`src/rtl/fpu_offload_scheduler_if.sv`:
```
// fpu_offload_scheduler_if: accept, commit and dispatch handshakes between XIF front end, scheduler and FPU pipeline
interface fpu_offload_scheduler_if #(
  parameter int X_ID_WIDTH  = 4,
  parameter int QUEUE_DEPTH = 4,
  parameter int INSTR_WIDTH = 32
);
  logic                             flush;
  logic                             acc_valid;
  logic [INSTR_WIDTH-1:0]           acc_instr;
  logic [X_ID_WIDTH-1:0]            acc_id;
  logic                             acc_ready;
  logic                             commit_valid;
  logic [X_ID_WIDTH-1:0]            commit_id;
  logic                             commit_kill;
  logic                             disp_valid;
  logic [INSTR_WIDTH-1:0]           disp_instr;
  logic [X_ID_WIDTH-1:0]            disp_id;
  logic                             disp_ready;
  logic [$clog2(QUEUE_DEPTH+1)-1:0] q_count;
  logic                             err_commit;
  modport master (
    output flush, acc_valid, acc_instr, acc_id, commit_valid, commit_id, commit_kill, disp_ready,
    input  acc_ready, disp_valid, disp_instr, disp_id, q_count, err_commit
  );
  modport slave (
    input  flush, acc_valid, acc_instr, acc_id, commit_valid, commit_id, commit_kill, disp_ready,
    output acc_ready, disp_valid, disp_instr, disp_id, q_count, err_commit
  );
endinterface

```
`src/rtl/fpu_offload_scheduler.sv`:
```
// fpu_offload_scheduler: in-order queue that holds accepted FP instructions until commit/kill, then dispatches them
module fpu_offload_scheduler #(
  parameter int X_ID_WIDTH  = 4,
  parameter int QUEUE_DEPTH = 4,
  parameter int INSTR_WIDTH = 32
) (
  input logic                    ck,
  input logic                    rst_n,
  fpu_offload_scheduler_if.slave xif
);
  localparam int PW = $clog2(QUEUE_DEPTH);
  localparam int CW = $clog2(QUEUE_DEPTH + 1);
  logic [QUEUE_DEPTH-1:0] valid_q, cmt_q, kill_q;
  logic [X_ID_WIDTH-1:0]  id_q    [QUEUE_DEPTH];
  logic [INSTR_WIDTH-1:0] instr_q [QUEUE_DEPTH];
  logic [PW-1:0]          head_q, tail_q, midx, j;
  logic [CW-1:0]          count_q;
  logic                   err_q, push, pop, hit, new_cmt, head_cmt, kill_ret;
  always_comb begin
    hit  = 1'b0;
    midx = '0;
    j    = '0;
    // scan youngest to oldest so the oldest matching entry is the one left in midx
    for (int i = QUEUE_DEPTH - 1; i >= 0; i--) begin
      j = head_q + PW'(i);
      if (xif.commit_valid && valid_q[j] && !cmt_q[j] && id_q[j] == xif.commit_id) begin
        hit  = 1'b1;
        midx = j;
      end
    end
  end
  assign head_cmt       = valid_q[head_q] & cmt_q[head_q];
  assign kill_ret       = head_cmt & kill_q[head_q];
  assign xif.disp_valid = head_cmt & ~kill_q[head_q];
  assign xif.disp_instr = instr_q[head_q];
  assign xif.disp_id    = id_q[head_q];
  assign xif.acc_ready  = count_q != CW'(QUEUE_DEPTH);
  assign xif.q_count    = count_q;
  assign xif.err_commit = err_q;
  assign push           = xif.acc_valid & xif.acc_ready;
  assign pop            = (xif.disp_valid & xif.disp_ready) | kill_ret;
  // a commit for the entry being accepted right now lands directly in the new entry
  assign new_cmt        = xif.commit_valid & ~hit & push & (xif.acc_id == xif.commit_id);
  always_ff @(posedge ck or negedge rst_n) begin
    if (!rst_n) begin
      valid_q <= '0;
      cmt_q   <= '0;
      kill_q  <= '0;
      head_q  <= '0;
      tail_q  <= '0;
      count_q <= '0;
      err_q   <= 1'b0;
      for (int k = 0; k < QUEUE_DEPTH; k++) begin
        id_q[k]    <= '0;
        instr_q[k] <= '0;
      end
    end else if (xif.flush) begin
      valid_q <= '0;
      cmt_q   <= '0;
      kill_q  <= '0;
      head_q  <= '0;
      tail_q  <= '0;
      count_q <= '0;
      err_q   <= 1'b0;
    end else begin
      if (push) begin
        valid_q[tail_q] <= 1'b1;
        cmt_q[tail_q]   <= new_cmt;
        kill_q[tail_q]  <= new_cmt & xif.commit_kill;
        id_q[tail_q]    <= xif.acc_id;
        instr_q[tail_q] <= xif.acc_instr;
        tail_q          <= tail_q + 1'b1;
      end
      if (hit) begin
        cmt_q[midx]  <= 1'b1;
        kill_q[midx] <= xif.commit_kill;
      end
      if (pop) begin
        valid_q[head_q] <= 1'b0;
        head_q          <= head_q + 1'b1;
      end
      count_q <= count_q + CW'(push) - CW'(pop);
      err_q   <= xif.commit_valid & ~hit & ~new_cmt;
    end
  end
endmodule
```
`src/flat_wrapper.sv`:
```
// flat-port wrapper written by rule: the top's interface ports become plain ports
module fpu_offload_scheduler_flat 
#(
  parameter int X_ID_WIDTH  = 4,
  parameter int QUEUE_DEPTH = 4,
  parameter int INSTR_WIDTH = 32
)
  (ck, rst_n, xif_flush, xif_acc_valid, xif_acc_instr, xif_acc_id, xif_commit_valid, xif_commit_id, xif_commit_kill, xif_disp_ready, xif_acc_ready, xif_disp_valid, xif_disp_instr, xif_disp_id, xif_q_count, xif_err_commit);
  fpu_offload_scheduler_if #(.X_ID_WIDTH(X_ID_WIDTH), .QUEUE_DEPTH(QUEUE_DEPTH), .INSTR_WIDTH(INSTR_WIDTH)) xif_i ();
  input logic ck;
  input logic rst_n;
  input wire logic [$bits(xif_i.flush)-1:0] xif_flush;
  input wire logic [$bits(xif_i.acc_valid)-1:0] xif_acc_valid;
  input wire logic [$bits(xif_i.acc_instr)-1:0] xif_acc_instr;
  input wire logic [$bits(xif_i.acc_id)-1:0] xif_acc_id;
  input wire logic [$bits(xif_i.commit_valid)-1:0] xif_commit_valid;
  input wire logic [$bits(xif_i.commit_id)-1:0] xif_commit_id;
  input wire logic [$bits(xif_i.commit_kill)-1:0] xif_commit_kill;
  input wire logic [$bits(xif_i.disp_ready)-1:0] xif_disp_ready;
  output wire logic [$bits(xif_i.acc_ready)-1:0] xif_acc_ready;
  output wire logic [$bits(xif_i.disp_valid)-1:0] xif_disp_valid;
  output wire logic [$bits(xif_i.disp_instr)-1:0] xif_disp_instr;
  output wire logic [$bits(xif_i.disp_id)-1:0] xif_disp_id;
  output wire logic [$bits(xif_i.q_count)-1:0] xif_q_count;
  output wire logic [$bits(xif_i.err_commit)-1:0] xif_err_commit;
  assign xif_i.flush = xif_flush;
  assign xif_i.acc_valid = xif_acc_valid;
  assign xif_i.acc_instr = xif_acc_instr;
  assign xif_i.acc_id = xif_acc_id;
  assign xif_i.commit_valid = xif_commit_valid;
  assign xif_i.commit_id = xif_commit_id;
  assign xif_i.commit_kill = xif_commit_kill;
  assign xif_i.disp_ready = xif_disp_ready;
  assign xif_acc_ready = xif_i.acc_ready;
  assign xif_disp_valid = xif_i.disp_valid;
  assign xif_disp_instr = xif_i.disp_instr;
  assign xif_disp_id = xif_i.disp_id;
  assign xif_q_count = xif_i.q_count;
  assign xif_err_commit = xif_i.err_commit;
  fpu_offload_scheduler #(.X_ID_WIDTH(X_ID_WIDTH), .QUEUE_DEPTH(QUEUE_DEPTH), .INSTR_WIDTH(INSTR_WIDTH)) u_core (.ck(ck), .rst_n(rst_n), .xif(xif_i));
endmodule
```
`config.mk`:
```
export PLATFORM = sky130hd
export DESIGN_NAME = fpu_offload_scheduler_flat
export DESIGN_NICKNAME = d
export VERILOG_FILES = /design/src/rtl/fpu_offload_scheduler_if.sv /design/src/rtl/fpu_offload_scheduler.sv /design/src/flat_wrapper.sv
export SDC_FILE = /design/constraint.sdc
export NUM_CORES = 1
export LEC_CHECK = 0
export CORE_MARGIN = 3
export CORE_UTILIZATION = 45
export DETAILED_ROUTE_END_ITERATION = 8
export PLACE_DENSITY = 0.75
export SLEW_MARGIN = 20
export SYNTH_ARGS = -nofsm -noshare
export SYNTH_HDL_FRONTEND = slang
export SYNTH_SLANG_ARGS = --single-unit
```
`constraint.sdc`:
```
create_clock -name ck -period 9.9 [get_ports ck]
set_input_delay 0.99 -clock ck [delete_from_list [all_inputs] [get_ports ck]]
set_output_delay 0.99 -clock ck [all_outputs]
set_load 0.02 [all_outputs]
```
==> results of run 1 <==
-- power breakdown --
group / leakage [uW] / internal [uW] / total, uW / switching, uW
Clock: 0.000298 / 410 / 674 / 263
Sequential: 0.00208 / 949 / 1110 / 162
Combinational: 0.00167 / 525 / 873 / 348
Total: 0.00404 / 1880 / 2660 / 774
-- cell usage in the layout, fill, tap and decap left out, drive strengths merged, types with 4 or more instances in the layout --
cell	count
o21ai	6
ha	10
mux4	50
xnor2	19
a21oi	6
dfrtp	164
nand3b	6
inv	13
clkdlybuf4s50	87
nor2	14
clkbuf	20
nand3	5
clkinv	6
or2	6
xor2	6
o22ai	5
o211ai	4
mux2	144
nand2	14
buf	5
mux2i	4
-- critical path, cell delays in order (launching register included) --
cell and delay, ns:
dfrtp_4 0.64, buf_4 0.71, mux4_2 0.61, nor2_1 0.16, clkdlybuf4s50_1 0.62
-- how the worst max path moves through the flow --
stage	cells after the start	slack, ns	startpoint	end
after global placement	9	6.03	u_core.head_q[0]	u_core.kill_q[3]
after CTS	4	5.58	u_core.head_q[0]	xif_disp_valid
after detailed placement	9	5.99	u_core.head_q[0]	u_core.cmt_q[3]
after floorplan	13	6.67	u_core.head_q[1]	u_core.cmt_q[0]
after global routing	4	5.46	u_core.head_q[0]	xif_disp_valid
final	4	5.71	u_core.head_q[0]	xif_disp_valid
-- stage by stage --
stage          setup slack, ns  instance area (um^2)  power [uW]  hold WS, ns  instances
4_1_cts                   5.58                  9730        2690        0.502        859
6_report                  5.71                  9750        2660        0.500        860
2_1_floorplan             6.67                  8090        1660        0.474        548
5_1_grt                   5.46                  9750        2810        0.513        860
3_3_place_gp              6.03                  9120        1940        0.481        827
3_5_place_dp              5.99                  9120        2000        0.488        827
-- synthesized netlist by cell type, types with 4 or more instances --
master    count  area share (%)
dfrtp_1     164              51
mux2_2      144              20
mux4_2       50              14
xnor2_1      19             2.1
clkbuf_1     14            0.65
nand2_1      14            0.65
nor2_1       14            0.65
inv_1        12            0.56
buf_1        11            0.51
ha_1         10             1.5
buf_2         9            0.56
a21oi_1       6            0.37
nand3b_1      6            0.56
xor2_1        6            0.65
or2_2         5            0.39
mux2i_1       4            0.50
nand3_1       4            0.25
o211ai_1      4            0.37
o21ai_0       4            0.25
o22ai_1       4            0.31
-- logic make-up (layout without fill, tap and decap cells) --
| group | after synthesis | after routing | synth area share, % |
|---|---|---|---|
| multiplexers | 198 | 198 | 34.5 |
| flip-flops | 164 | 164 | 50.8 |
| AND/OR/NAND/NOR | 64 | 64 | 4.39 |
| buffers and inverters | 49 | 136 | 2.55 |
| AO/OA/AOI/OAI | 37 | 37 | 3.33 |
| XOR/XNOR | 25 | 25 | 2.71 |
| adder cells (fa/ha/maj) | 11 | 11 | 1.79 |
-- flip-flops by register name, summed over array words and instances (netlist names) --
name,count
u_core.cmt_q,4
u_core.head_q,2
u_core.id_q,16
u_core.instr_q,128
u_core.kill_q,4
u_core.tail_q,2
u_core.valid_q,4
u_core.xif.err_commit,1
u_core.xif.q_count,3
-- metal layers --
layer,vias to the layer above,part of all wire (%)
met3,22,5.8
met1,2600,42
met2,124,51
met4,0,1.3
li1,2195,-
met5,-,0
-- layout make-up --
cell class	instances	area, um^2
inverter	12	45.0
sequential	164	4110
timing repair buffer	92	925
tap	225	282
clock inverter	12	154
clock buffer	20	457
fill	1377	7670
multi-input combinational	335	3780
==> metrics.md, run 1 <==
| Metric | Value |
|---|---|
| Status | complete, no violations |
| Final Hold Vio Count | 0 |
| Global-route wire length before repair | 28.8 mm |
| Hold Crit Endpoint | u_core.instr_q[35] |
| Layout Nets | 680 |
| R2R cell count | 9 |
| Global Route Usage Sum | 18.7% |
| # diodes | 0 |
| Worst-Margin Slew | 1.10 ns |
| Critical path class | flop to output pin |
| Root Buffer | clkbuf_16 |
| GR Overflow Total | 0 |
| Reg-to-Reg End | u_core.cmt_q[3] |
| Met1 Usage GRT | 23.2% |
| WHS Path Cells | 1 |
| Clock Path Buffers | 2 |
| Htree depth | 4 |
| Cells after Synth | 548 |
| Initial antenna violation count | 0 |
| Main synth FF type | dfrtp_1 |
| Syn_nets | 606 |
| Met2 Use GR | 32.5% |
| Num CTS Buffers | 17 |
| Via total after detailed routing | 4,941 |
| Global Route met3 Usage | 4.88% |
| Sink Count | 164 |
| Number of synthesized register bits | 164 |
| Core area | 17,400 um^2 |
| Area Growth Syn to Fin | 20.6% |
| GR peak layer | met2 |
| Cell Area, Synth | 8090 um^2 |
| Leak pwr | 0.00404 uW |
| Die Span Y | 140 um |
| Final Cycle Share | 42.3% |
| CP max FO | 50 |
| Total number of yosys warnings | 0 |
| Synth unique cells | 50 |
| Crit start category | flop |
| Worst min path class | flop to flop |
| Total Wirelength | 17.2 mm |
| R2r setup slk | 6.01 ns |
| Vias/cell | 5.75 |
| Starting DRT DRC Count | 344 |
| Layout cells sized above 1 | 38.6% |
| DRT Pass-1 Iters | 6 |
| Syn Area/Cell | 14.8 um^2 |
| Post-synth EDFFs | 0 |
| Routability Congestion | 0.856 |
| Max Cap Viol | 0 |
| Ys async rst share | 100% |
| Layout Utilization | 56.0% |
| Worst Skew | 0.00943 ns |
| Post-synthesis sequential area ratio | 50.8% |
| Die width | 140 um |
| Crit end category | output pin |
| Drt wl/cell | 20.0 um |
| Final max-slew violation count | 0 |
| Setup Buffers After CTS | 0 |
| Clk_lat worst skew | 0.43 ns |
| Final Setup Violations | 0 |
| Total negative slack | 0 ns |
| DIE AREA | 19,600 um^2 |
| Critical Path RT | 8.91 ns |
| PD cells | 273 nW/um^2 |
| PortBufs | 88 |
| Hold wc startpoint | u_core.instr_q[35] |
| Initial Util | 46.4% |
| ANT nets after route | 0 |
| VDD IR max | 0.000166 V |
| # DRC | 0 |
| FP Rows | 48 |
| Final Critical Period | 4.19 ns |
| Clock-pin slew on the worst setup and hold paths | 0.06 ns |
| RSZ-0062 raised after global routing | no |
| FF-to-FF Start | u_core.head_q[0] |
| F_max | 0.239 GHz |
| TritonCTS clock tree | done |
| DP Wirelength | 11.2 mm |
| # resized after CTS | 0 |
| Worst path arrival time | 3.20 ns |
| # IOs | 89 |
| Worst slew margin | 26.8% |
| Vias in the first global route | 5,457 |
| # hold bufs at CTS | 0 |
| Largest net degree at the start of global routing | 92 |
(Power assumes the default switching activity.)
==> run 2, diff against run 1 <==
--- a/config.mk
+++ b/config.mk
@@ -8,7 +8,7 @@
 export CORE_MARGIN = 3
 export CORE_UTILIZATION = 45
 export DETAILED_ROUTE_END_ITERATION = 8
-export PLACE_DENSITY = 0.75
+export PLACE_DENSITY = 0.78
 export SLEW_MARGIN = 20
 export SYNTH_ARGS = -nofsm -noshare
 export SYNTH_HDL_FRONTEND = slang
==> constraint.sdc (replaced) <==
create_clock -name ck -period 3.8 [get_ports ck]
set_input_delay 0.38 -clock ck [delete_from_list [all_inputs] [get_ports ck]]
set_output_delay 0.38 -clock ck [all_outputs]
set_load 0.02 [all_outputs]
==> run 2 against run 1 <==
- combinational power grew to 2.6 times the previous value
- cell count is 0.35% higher
- register-to-register slack worse by 5.6 ns
- power grew to 2.6 times the previous value
- largest cell class unchanged
- count of clock-buffer cells in the layout is 1 lower
- core utilization is 0.21 points lower
- largest power group unchanged
- cell area is 0.37% lower
- via count hardly changed
- flip-flop and latch count stayed put
- critical path depth stayed put
==> metrics.md, run 2 (same netlist as run 1, synthesis figures left out) <==
| Metric | Value |
|---|---|
| Num CTS Buffers | 17 |
| Die width | 140 um |
| Crit path from | u_core.head_q[0] |
| Reg-to-Reg End | u_core.kill_q[1] |
| Largest Register | u_core.instr_q |
| Worst-Margin Slew | 1.09 ns |
| Largest registers | u_core.instr_q x128, u_core.id_q x16 |
| Worst Skew | 0.00783 ns |
| Total Wirelength | 17.4 mm |
| Clock Path Buffers | 2 |
| Largest net degree at the start of global routing | 106 |
| Via total after detailed routing | 4,937 |
| Htree depth | 4 |
| Leak pwr | 0.00402 uW |
| F_max | 0.288 GHz |
| Top delay family on crit path | buffers and inverters |
| Die Span Y | 140 um |
| # resized after CTS | 0 |
| Most frequent cells in the layout | 162 x dfrtp_1, 144 x mux2_2, 87 x clkdlybuf4s50_1 |
| CP endpoint | xif_disp_instr[3] |
| Met2 Use GR | 31.8% |
| Clk_lat worst skew | 0.42 ns |
| DIE AREA | 19,600 um^2 |
| Sink Count | 164 |
| Layout cells sized above 1 | 39.0% |
| Worst path arrival time | 3.09 ns |
| Global-route wire length before repair | 29.1 mm |
| Crit end category | output pin |
| Core area | 17,400 um^2 |
| R2r setup slk | 0.46 ns |
| Root Buffer | clkbuf_16 |
| VDD IR max | 0.000359 V |
| Area Growth Syn to Fin | 20.1% |
| Crit path top cell by count | buf_4 |
| Critical path buffer and inverter count | 3 |
| Starting DRT DRC Count | 390 |
| Final Cycle Share | 91.3% |
| Crit start category | flop |
| RSZ-0062 raised after global routing | no |
| R2R cell count | 10 |
| Crit-path cells | buf_4 -> buf_4 -> mux4_2 -> clkdlybuf4s50_1 |
| Clock-pin slew on the worst setup and hold paths | 0.06 ns |
| Max reg flops | 128 |
| Layout Nets | 683 |
| # DRC | 0 |
| Final Hold Vio Count | 0 |
| FF-to-FF Start | u_core.head_q[0] |
| Met1 Usage GRT | 23.4% |
| Critical Path RT | 3.42 ns |
| Slowest stage delay, CP | 0.65 ns |
| Total negative slack | 0 ns |
| # hold bufs at CTS | 0 |
| Routability Congestion | 0.898 |
| Max Cap Viol | 0 |
| Post-layout power | 6790 uW |
| Vias in the first global route | 5,593 |
| Worst min path class | input pin to async pin |
| Final Setup Violations | 0 |
| FP Rows | 48 |
| DRT Pass-1 Iters | 4 |
| # diodes | 0 |
| TritonCTS clock tree | done |
| Slowest-stage cell, CP | buf_4 |
| Initial Util | 46.4% |
| Most common cell after layout, fill and taps aside | dfrtp_1 |
| Global Route Usage Sum | 18.6% |
| Final Critical Period | 3.47 ns |
| Crit path depth | 4 |
| Global Route met3 Usage | 5.43% |
| Initial antenna violation count | 1 |
| CP max FO | 34 |
| PD cells | 699 nW/um^2 |
| PortBufs | 88 |
| DP Wirelength | 11.5 mm |
| # IOs | 89 |
| Worst slew margin | 27.3% |
| GR Overflow Total | 0 |
| Status | complete, no violations |
| GR peak layer | met2 |
| Critical path class | flop to output pin |
| Setup Buffers After CTS | 0 |
| ANT nets after route | 0 |
| Drt wl/cell | 20.2 um |
| Vias/cell | 5.72 |
| Final max-slew violation count | 0 |
run 2: cell count changes in the layout (fill, tap and decap cells not counted), sizes merged:
cell | previous run | this run
clkinv | 6 | 3
buf | 5 | 8
bufinv | 3 | 0
clkinvlp | 2 | 3
inv | 13 | 19
clkbuf | 20 | 19
run 2: worst min path at each step:
stage                     cells after the start                from                  end  slack [ns]
after floorplan                               0               rst_n      u_core.cmt_q[0]        0.08
after global placement                        1  u_core.instr_q[31]   u_core.instr_q[31]        0.48
after detailed placement                      1  u_core.instr_q[50]   u_core.instr_q[50]        0.49
after CTS                                     1               rst_n   u_core.instr_q[60]        0.11
after global routing                          1               rst_n  u_core.instr_q[127]        0.13
final                                         1               rst_n   u_core.instr_q[82]        0.05
run 2: metal layers:
metal | routed length, um | share of wire, %
met1 | 7220 | 41
met2 | 9030 | 52
met3 | 938 | 5.4
met4 | 217 | 1.2
met5 | 13 | 0.075
run 2: layout make-up:
class	count	area, um^2
flip-flops and latches	164	4110
clock buffers	19	453
clock inverters	13	111
inverters	12	45.0
well taps	225	282
repair buffers	95	935
multi-input cells	335	3780
fillers	1394	7700
run 2: power by group:
group	switching (uW)	internal, uW
Sequential	429	2470
Clock	728	891
Combinational	905	1370
run 2: stage by stage:
stage	cell area, um^2	util, %	cells	worst slack, ns	hold WS (ns)
6_report	9710	55.8	863	0.330	0.0502
5_1_grt	9710	55.8	863	0.110	0.131
4_1_cts	9710	55.8	863	0.223	0.114
3_5_place_dp	9150	52.5	831	0.479	0.487
3_3_place_gp	9150	52.5	831	0.642	0.481
2_1_floorplan	8090	-	548	0.574	0.0844
